### src/rtl/rr_request_agent.sv
// rr_request_agent: requester-side companion of the static round-robin arbiter.
// Captures rising edges on the interrupt lines into pending bits and presents
// them to the arbiter. It turns the arbiter's answer into a one-hot service
// grant and watches each service for completion or timeout. Overrun, timeout
// and protocol problems are latched in sticky flags.
module rr_request_agent #(
    parameter int N_SRC       = 4,
    parameter int IDX_W       = 2,
    parameter int SVC_TIMEOUT = 15,
    parameter int CNT_W       = 8
) (
    input  logic             clk,
    input  logic             rst,
    input  logic [N_SRC-1:0] Irq_in,
    output logic [N_SRC-1:0] Priority_bus,
    input  logic [IDX_W-1:0] Next_priority,
    input  logic             Data_Valid,
    output logic [N_SRC-1:0] Svc_grant,
    input  logic             Svc_done,
    output logic [N_SRC-1:0] Overrun,
    output logic             Timeout_err,
    output logic             Proto_err,
    output logic [CNT_W-1:0] Grant_cnt,
    input  logic             Err_clr
);

    localparam int TMR_W = 8;
    localparam logic [TMR_W-1:0] TMO_LAST  = TMR_W'(SVC_TIMEOUT - 1);
    localparam logic [IDX_W:0]   N_SRC_LIM = N_SRC[IDX_W:0];

    typedef enum logic [1:0] {
        ST_IDLE    = 2'd0,
        ST_SERVICE = 2'd1,
        ST_RECOVER = 2'd2
    } state_t;

    state_t             state_r;
    state_t             state_nxt_s;
    logic [N_SRC-1:0]   irq_q_r;
    logic [N_SRC-1:0]   pending_r;
    logic [N_SRC-1:0]   pending_nxt_s;
    logic [N_SRC-1:0]   grant_r;
    logic [N_SRC-1:0]   grant_nxt_s;
    logic [N_SRC-1:0]   ovr_r;
    logic [N_SRC-1:0]   ovr_nxt_s;
    logic               tout_r;
    logic               tout_nxt_s;
    logic               proto_r;
    logic               proto_nxt_s;
    logic [CNT_W-1:0]   cnt_r;
    logic [CNT_W-1:0]   cnt_nxt_s;
    logic [TMR_W-1:0]   timer_r;
    logic [TMR_W-1:0]   timer_nxt_s;
    logic [N_SRC-1:0]   edge_s;
    logic [N_SRC-1:0]   ovr_set_s;
    logic [N_SRC-1:0]   clear_s;
    logic               sel_pending_s;
    logic               tout_set_s;
    logic               proto_set_s;

    // One-hot decode of a source index; indices beyond N_SRC decode to zero.
    function automatic logic [N_SRC-1:0] onehot(input logic [IDX_W-1:0] idx);
        logic [N_SRC-1:0] vec;
        vec = '0;
        for (int i = 0; i < N_SRC; i++) begin
            vec[i] = (idx == i[IDX_W-1:0]);
        end
        return vec;
    endfunction

    // A new request is a rising edge. irq_q starts at zero, so a line already
    // high at reset release counts as an edge. An edge on a bit that is still
    // pending is an overrun.
    always_comb begin
        edge_s    = Irq_in & ~irq_q_r;
        ovr_set_s = edge_s & pending_r;
    end

    // Check whether the arbiter's chosen index names a pending source.
    // Out-of-range indices count as not pending.
    always_comb begin
        sel_pending_s = 1'b0;
        if ({1'b0, Next_priority} < N_SRC_LIM) begin
            sel_pending_s = pending_r[Next_priority];
        end else begin
            sel_pending_s = 1'b0;
        end
    end

    // Next-state and datapath decisions for the IDLE/SERVICE/RECOVER handshake.
    always_comb begin
        state_nxt_s = state_r;
        grant_nxt_s = grant_r;
        cnt_nxt_s   = cnt_r;
        timer_nxt_s = timer_r;
        clear_s     = '0;
        tout_set_s  = 1'b0;
        proto_set_s = 1'b0;
        case (state_r)
            ST_IDLE: begin
                if (Data_Valid) begin
                    if (sel_pending_s) begin
                        clear_s     = onehot(Next_priority);
                        grant_nxt_s = onehot(Next_priority);
                        cnt_nxt_s   = cnt_r + CNT_W'(1);
                        timer_nxt_s = '0;
                        state_nxt_s = ST_SERVICE;
                    end else begin
                        proto_set_s = 1'b1;
                    end
                end else begin
                    state_nxt_s = ST_IDLE;
                end
            end
            ST_SERVICE: begin
                // Completion takes precedence over a coincident timeout.
                if (Svc_done) begin
                    grant_nxt_s = '0;
                    state_nxt_s = ST_RECOVER;
                end else if (timer_r == TMO_LAST) begin
                    grant_nxt_s = '0;
                    tout_set_s  = 1'b1;
                    state_nxt_s = ST_RECOVER;
                end else begin
                    timer_nxt_s = timer_r + TMR_W'(1);
                end
            end
            ST_RECOVER: begin
                state_nxt_s = ST_IDLE;
            end
            default: begin
                grant_nxt_s = '0;
                state_nxt_s = ST_IDLE;
            end
        endcase
    end

    // Pending bits: a new edge wins over a same-cycle grant clear.
    always_comb begin
        pending_nxt_s = (pending_r & ~clear_s) | edge_s;
    end

    // Sticky flags: a flag raised in the same cycle as Err_clr stays set.
    always_comb begin
        if (Err_clr) begin
            ovr_nxt_s   = ovr_set_s;
            tout_nxt_s  = tout_set_s;
            proto_nxt_s = proto_set_s;
        end else begin
            ovr_nxt_s   = ovr_r | ovr_set_s;
            tout_nxt_s  = tout_r | tout_set_s;
            proto_nxt_s = proto_r | proto_set_s;
        end
    end

    // State and datapath registers. Reset clears everything asynchronously,
    // including a grant in progress.
    always_ff @(posedge clk or negedge rst) begin
        if (!rst) begin
            state_r   <= ST_IDLE;
            irq_q_r   <= '0;
            pending_r <= '0;
            grant_r   <= '0;
            ovr_r     <= '0;
            tout_r    <= 1'b0;
            proto_r   <= 1'b0;
            cnt_r     <= '0;
            timer_r   <= '0;
        end else begin
            state_r   <= state_nxt_s;
            irq_q_r   <= Irq_in;
            pending_r <= pending_nxt_s;
            grant_r   <= grant_nxt_s;
            ovr_r     <= ovr_nxt_s;
            tout_r    <= tout_nxt_s;
            proto_r   <= proto_nxt_s;
            cnt_r     <= cnt_nxt_s;
            timer_r   <= timer_nxt_s;
        end
    end

    // Requests are shown to the arbiter only in IDLE. In RECOVER the bus is
    // all zeros, so the arbiter sees a deassertion between grants.
    always_comb begin
        if (state_r == ST_IDLE) begin
            Priority_bus = pending_r;
        end else begin
            Priority_bus = '0;
        end
    end

    assign Svc_grant   = grant_r;
    assign Overrun     = ovr_r;
    assign Timeout_err = tout_r;
    assign Proto_err   = proto_r;
    assign Grant_cnt   = cnt_r;

endmodule

### config.mk
export PLATFORM = sky130hd
export DESIGN_NAME = rr_request_agent
export DESIGN_NICKNAME = d
export VERILOG_FILES = /design/src/rtl/rr_request_agent.sv
export SDC_FILE = /design/constraint.sdc
export NUM_CORES = 1
export LEC_CHECK = 0
export ABC_AREA = 1
export CELL_PAD_IN_SITES_DETAIL_PLACEMENT = 0
export CELL_PAD_IN_SITES_GLOBAL_PLACEMENT = 1
export CORE_UTILIZATION = 38
export DETAILED_ROUTE_END_ITERATION = 8
export PLACE_DENSITY_LB_ADDON = 0.1
export RECOVER_POWER = 100
export SYNTH_ARGS = -nofsm -noshare
export SYNTH_HDL_FRONTEND = slang
export SYNTH_SLANG_ARGS = --single-unit
### constraint.sdc
create_clock -name clk -period 1.6 [get_ports clk]
set_clock_uncertainty 0.1 [all_clocks]
set_input_delay 0.24 -clock clk [delete_from_list [all_inputs] [get_ports clk]]
set_output_delay 0.24 -clock clk [all_outputs]
set_load 0.1 [all_outputs]
==> Flow_metrics.wiki <==
{| class="wikitable"
! Metric !! Value
|-
| Worst path arrival time || between 1000 and 1500 ps
|-
| # nets final || between 200 and 300
|-
| Via count normalized by instance count || ~4.7
|-
| Total number of placement rows || 24
|-
| Estimated wirelength of the detail-placed design || 2.70 mm
|-
| Pins over their slew limit || 0
|-
| GRT overflow || 0
|-
| Synth Register Bits || 36
|-
| Full die area || 5060 sq um
|-
| Worst-path clk slew || roughly 70 ps
|-
| Period minus WS final || 1560 ps
|-
| Post-Synthesis Mean Instance Area || between 8 and 9 sq um
|-
| Maximum clock path buffer count || 2
|-
| Overall routed net length || around 3.7 mm
|-
| Hold Slack || roughly 350 ps
|-
| Result of the run || complete, but fails checks
|-
| Kind of start point of the critical path || flip-flop
|-
| Clock tree from TritonCTS || yes
|-
| Required arrival time at the worst endpoint || approximately 1300 ps
|-
| Share of total power in the clock network || 0.135
|-
| Rel. slew slack || 0.415
|-
| Fin util || 0.548
|-
| Clk sinks || 36
|-
| Share of layout cells above drive strength 1 || 0.262
|-
| Power share of the sequential group || 0.263
|-
| Worst Path Class, Setup || reg -> out
|-
| Class of the tightest hold or removal check || reg -> reg
|-
| Non-filler instance count after layout || 315
|-
| Power dissipated by switching net loads || between 0.002 and 0.003 W
|-
| Gp weighted congestion || ~0.7
|-
| Maximum frequency from static timing analysis || around 640 MHz
|-
| Number of top-level pins || 33
|-
| Failing checks || design-rule violations
|-
| Via count of the first global-routing pass || 1,413
|-
| Endpoint type of the worst setup path || output port
|-
| Total placed instance area || between 2000 and 3000 sq um
|-
| Number of nets in the synthesized netlist || 227
|-
| Core region area || around 4500 sq um
|-
| Total power divided by cell area || between 2000 and 2500 nW/um^2
|-
| Violation count after the first detailed-route iteration || between 50 and 60
|-
| Minimum setup slack in the final design || around 44 ps
|-
| Initial antenna violation count || 0
|-
| Global-route wire length before repair || 6.55 mm
|-
| Cell variety after synth || 30
|-
| Commonest non-fill, non-tap cells in the layout || nand2_1, dfrtp_1, inv_1
|-
| Final setup viols || 0
|-
| Number of nets still failing antenna checks after routing || 0
|-
| H-tree lvl count || 2
|-
| Logic pwr share || 0.601
|-
| Warnings from Yosys || 0
|-
| Multi-input logic area || 827 sq um
|-
| Vertical die dimension || approximately 71 microns
|-
| Proportion of total power due to net switching || 0.525
|-
| P_int || roughly 0.0024 W
|-
| Maximum vdd drop || approximately 1300 uV
|-
| Pin count of the biggest net entering global routing || 37
|-
| Number of hold buffers added after cts || 0
|-
| Count of placed standard cells including taps || roughly 300
|-
| Layout overhead on the synthesized area || 34.8%
|-
| Total global-route track usage || 0.172
|-
| DP Worst Slack || -85.3 ps
|-
| Worst Max-Slew Pin Slew || 877 ps
|-
| Final design area excluding fillers || approximately 2500 sq um
|-
| Routed vias || about 1,500
|-
| Area occupied by registers || roughly 900 sq um
|-
| Overall die width || between 70 and 80 microns
|-
| Initial standard-cell utilization of the core || 0.406
|-
| Number of clock buffers inserted by TritonCTS || 5
|-
| Leading cell type in the layout, fill and taps excluded || nand2_1
|-
| Final period utilization || 0.972
|-
| Remaining routing DRC violations || 5
|-
| Fill cells || 419
|-
| Synth Cell Area || around 1800 sq um
|-
| Number of inserted diodes || 0
|-
| Sequential area share after synthesis || 0.496
|-
| Source-to-sink clock delay at the later pin of the worst-skew pair || 300 ps
|-
| Maximum Capacitance Violations || 0
|-
| Count of buffers inserted at the top-level ports || 32
|-
| Critical path peak fanout || 4
|-
| Pre-Repair DR Iteration Count || 6
|-
| Setup repair after global routing missed its margin || true
|-
| Mapped Cells || between 200 and 250
|-
| LEAKAGE || 1.31 nW
|-
| Total count of hold-check failures in the final report || 0
|-
| Clock root buffer || clkbuf_8
|-
| DR WL/cell || 11.8 microns
|}
[per-layer routing]
metal,part of all wire,up-vias,track usage
met3,0.047,6,0.0499
li1,-,767,-
met5,0,-,0
met1,0.49,669,0.231
met4,0.019,0,0.0733
met2,0.44,29,0.258
[synthesized netlist by cell type]
cell | n | share of area
o31ai_1 | 3 | 0.012
nand3_4 | 2 | 0.019
o21bai_1 | 1 | 0.0041
nor2_1 | 13 | 0.027
ha_1 | 3 | 0.021
a32o_1 | 1 | 0.0055
xnor2_1 | 3 | 0.014
a22o_1 | 1 | 0.0048
nand3_1 | 11 | 0.030
nand2_1 | 75 | 0.15
inv_1 | 25 | 0.052
xor2_2 | 1 | 0.0089
o21ai_1 | 2 | 0.0055
or2_1 | 1 | 0.0034
inv_4 | 1 | 0.0034
nand3_2 | 2 | 0.011
nor2_2 | 1 | 0.0034
nand3b_1 | 2 | 0.0083
nand4_1 | 1 | 0.0034
a31o_2 | 1 | 0.0048
inv_2 | 3 | 0.0062
nor2_4 | 3 | 0.019
nand2_2 | 6 | 0.021
dfrtp_1 | 36 | 0.50
xor2_1 | 4 | 0.019
o21ai_0 | 5 | 0.014
nand2_4 | 1 | 0.0062
nor3_1 | 3 | 0.0083
nand2_8 | 1 | 0.011
or2_2 | 1 | 0.0034
[sequential cells by signal, indices dropped and copies added (netlist names)]
signal,flops
Proto_err,1
irq_q_r,4
Timeout_err,1
state_r,2
timer_r,8
Grant_cnt,8
Svc_grant,4
pending_r,4
Overrun,4
[power by group through the flow]
stage          sequential, W  combinational, W  clock (W)
3_5_place_dp         0.00137           0.00309          0
3_3_place_gp         0.00137           0.00307          0
5_1_grt              0.00134           0.00314   0.000739
6_report             0.00131           0.00298   0.000672
4_1_cts              0.00136           0.00312   0.000701
2_1_floorplan        0.00211           0.00121          0
[area by class of cell]
cell class	instances	area share
Clock buffer	6	0.0337
Clock inverter	2	0.00408
Inverter	29	0.0465
Multi-Input combinational cell	148	0.337
Sequential cell	36	0.368
Tap cell	52	0.0265
Timing Repair Buffer	42	0.184
[cell families (layout without fill, tap and decap cells)]
family                     after synthesis  count (layout)  synth area share
buffers and inverters                   29              79            0.0613
AOI/OAI and AO/OA                       14              14            0.0509
and+or+nand+nor                        123             123             0.329
adders and majority gates                3               3            0.0206
DFF                                     36              36             0.496
xor gates and xnor gates                 8               8            0.0427
[through the flow]
stage          power (W)  TNS, ps
3_3_place_gp     0.00444     -510
5_1_grt          0.00522    -13.4
4_1_cts          0.00518        0
2_1_floorplan    0.00332    -1040
6_report         0.00496        0
3_5_place_dp     0.00446     -966
[worst paths after layout]
kind,startpoint,to,slack [ps],cells past startpoint
max in group asynchronous,rst,state_r[0],280,2
hold reg to reg,irq_q_r[0],Overrun[0],350,1
min in group asynchronous,rst,Overrun[1],500,2
hold / removal,irq_q_r[0],Overrun[0],350,1
setup reg to reg,timer_r[0],timer_r[1],140,7
setup / recovery,state_r[1],Priority_bus[2],40,4
[worst max-delay path: stages (launching register included)]
cell and delay [ps]:
dfrtp_1 410, nor2_4 150, inv_4 80, nor2_4 100
buf_12 180
[what timing repair did]
| item | CTS | global route |
|---|---|---|
| gates resized for setup | 1 | 6 |
| pin swaps | 1 | 0 |
| setup endpoints to repair | 4 | 4 |
| setup buffers | 1 | 2 |
| cloned | 0 | 0 |
(Power assumes the default switching activity.)
==> RTL change (same settings) <==
Change the parameter `N_SRC` from 4 to 2.
--- a/src/rtl/rr_request_agent.sv
+++ b/src/rtl/rr_request_agent.sv
@@ -6,3 +6,3 @@
 module rr_request_agent #(
-    parameter int N_SRC       = 4,
+    parameter int N_SRC       = 2,
     parameter int IDX_W       = 2,
Ports: changed (resized Irq_in, Overrun, Priority_bus and Svc_grant); port bits go from 33 to 25. No check against the original RTL was run, so the function may have changed too.
==> RTL change against the original RTL <==
Wire length shrank 3.2%. Total power down 34%. Sequential cell count down 8. Design area down 14%. Worst setup slack improved by 0.047 ns. Area after synthesis down 19%. Utilization up 2.3 points. Register-to-register slack lost 0.04 ns. Critical endpoint is now Priority_bus[0].
==> RTL change: results (changes against the original RTL) <==
[global_route]
grt_first_pass_wirelength_mm=6.20  ; was 6.55 mm
first_global_vias=1400  ; was 1413
track_usage_pct=19.5  ; was 17.2%

[sta]
final_hold_viol_count=0  ; unchanged
worst_slew_pin_slew_ns=0.716  ; was 0.877 ns

[pwr]
worst_ir_drop_vdd_v=0.000889  ; was 0.00134 V
static-leakage-power_nw=1.09  ; was 1.31 nW

[final_layout]
n_fill_cell=357  ; was 419
post_route_cells_drive_above_1_share_pct=23.8  ; was 26.2%
fin_nets=253  ; was 276

[synth]
synth_top_cells_by_count=sky130_fd_sc_hd__nand2_1 (60), sky130_fd_sc_hd__inv_1 (31), sky130_fd_sc_hd__dfrtp_1 (28)  ; was sky130_fd_sc_hd__nand2_1 (75), sky130_fd_sc_hd__dfrtp_1 (36), sky130_fd_sc_hd__inv_1 (25)
synth.distinct_cells=26  ; was 30
seq_area_frac_synth_pct=47.3  ; was 49.6%
synth_fp_nets=207  ; was 227
synth_area_leaders=sky130_fd_sc_hd__dfrtp_1 (47%), sky130_fd_sc_hd__nand2_1 (15%), sky130_fd_sc_hd__inv_1 (7.9%)  ; was sky130_fd_sc_hd__dfrtp_1 (50%), sky130_fd_sc_hd__nand2_1 (15%), sky130_fd_sc_hd__inv_1 (5.2%)

[routing]
dr.pass1.iters=4  ; was 6
via_count=1386  ; was 1471
avgRoutedWirePerCell_um=12.5  ; was 11.8 µm
first_iter_violations=93  ; was 53

[worst_hold_path]
holdCritPathClass=reg -> reg  ; unchanged

[critical_path]
critical_path.max_fanout=4  ; unchanged
cp_data_arrival_time_ns=1.17  ; was 1.22 ns

[placement]
dpl.hpwl_mm=2.65  ; was 2.70 mm
io_buffers=24  ; was 32
dp_slack_ns=-0.0826  ; was -0.0853 ns
finalWeightedCongestion=0.819  ; was 0.712

[clock_tree]
path_clk_slew_ns=0.10  ; was 0.07 ns
clock_tree.root_cell=sky130_fd_sc_hd__clkbuf_8  ; unchanged
ctsHtreeMaxLevel=1  ; was 2
tritoncts.num_buffers=3  ; was 5
worst_skew_pair.late_latency_ns=0.28  ; was 0.30 ns

[run_status]
run_status=finished, final reports clean  ; was complete, but fails checks

-- RTL change: final cells by class --
| class | instances | area, µm² | area share [%] |
|---|---|---|---|
| sequential | 28 | 703 | 33.4 |
| multi-input combinational | 132 | 681 | 32.3 |
| timing repair buffer | 43 | 467 | 22.2 |
| inverter | 33 | 124 | 5.88 |
| tap | 48 | 60.1 | 2.85 |
| clock buffer | 3 | 41.3 | 1.96 |
| clock inverter | 1 | 30.0 | 1.43 |
-- RTL change: kinds of logic (layout without fill, tap and decap cells) --
kind of cell               Yosys count  in the layout  share of synthesized area (%)
AOI/OAI and AO/OA                   15             15                           6.51
xor gates and xnor gates             3              3                           1.78
and+or+nand+nor                    111            111                           32.0
buffers and inverters               35             80                           9.89
adders and majority gates            3              3                           2.54
DFF                                 28             28                           47.3
-- RTL change: worst max-delay path, stage by stage, from the launching register on --
cell	delay, ns
sky130_fd_sc_hd__dfrtp_1	0.41
sky130_fd_sc_hd__inv_2	0.10
sky130_fd_sc_hd__nand2_4	0.09
sky130_fd_sc_hd__nor2_4	0.11
sky130_fd_sc_hd__buf_12	0.18
-- RTL change: worst paths after layout --
check                      slack [ns]         endpoint  cells past startpoint       start
max                              0.09  Priority_bus[0]                      4  state_r[1]
min in group asynchronous        0.43     Svc_grant[1]                      2         rst
max reg2reg                      0.10       timer_r[6]                      7  timer_r[6]
min                              0.37     pending_r[0]                      1  irq_q_r[0]
max in group asynchronous        0.47     Grant_cnt[5]                      2         rst
min reg2reg                      0.37     pending_r[0]                      1  irq_q_r[0]
-- RTL change: what timing repair did --
action | CTS | global route
resized for setup | 0 | 15
setup buffers | 3 | 1
pin swaps | 1 | 1
endpoints found under the hold margin | 0 | 0
setup endpoints to repair | 3 | 9
-- RTL change: power groups by stage --
stage	registers, W	logic, W	clock network, W
floorplan	0.00160	0.000454	0
global placement	0.00103	0.00168	0
detailed placement	0.00104	0.00170	0
CTS	0.00103	0.00173	0.000590
global route	0.00103	0.00176	0.000614
finish	0.00101	0.00167	0.000577
-- RTL change: through the flow --
| step | utilization, % | instances | area, µm² |
|---|---|---|---|
| after global routing | 57.1 | 288 | 2110 |
| final | 57.1 | 288 | 2110 |
| after detailed placement | 55.4 | 280 | 2040 |
| after CTS | 58.3 | 287 | 2150 |
| after global placement | 55.4 | 280 | 2040 |
| after floorplan | - | 195 | 1490 |
-- RTL change: layer usage --
metal / GRT usage (%) / part of all wire [%]
met1: 24.2 / 46
met2: 34.1 / 48
met3: 2.29 / 4.3
met4: 8.33 / 2.1
met5: 0 / 0
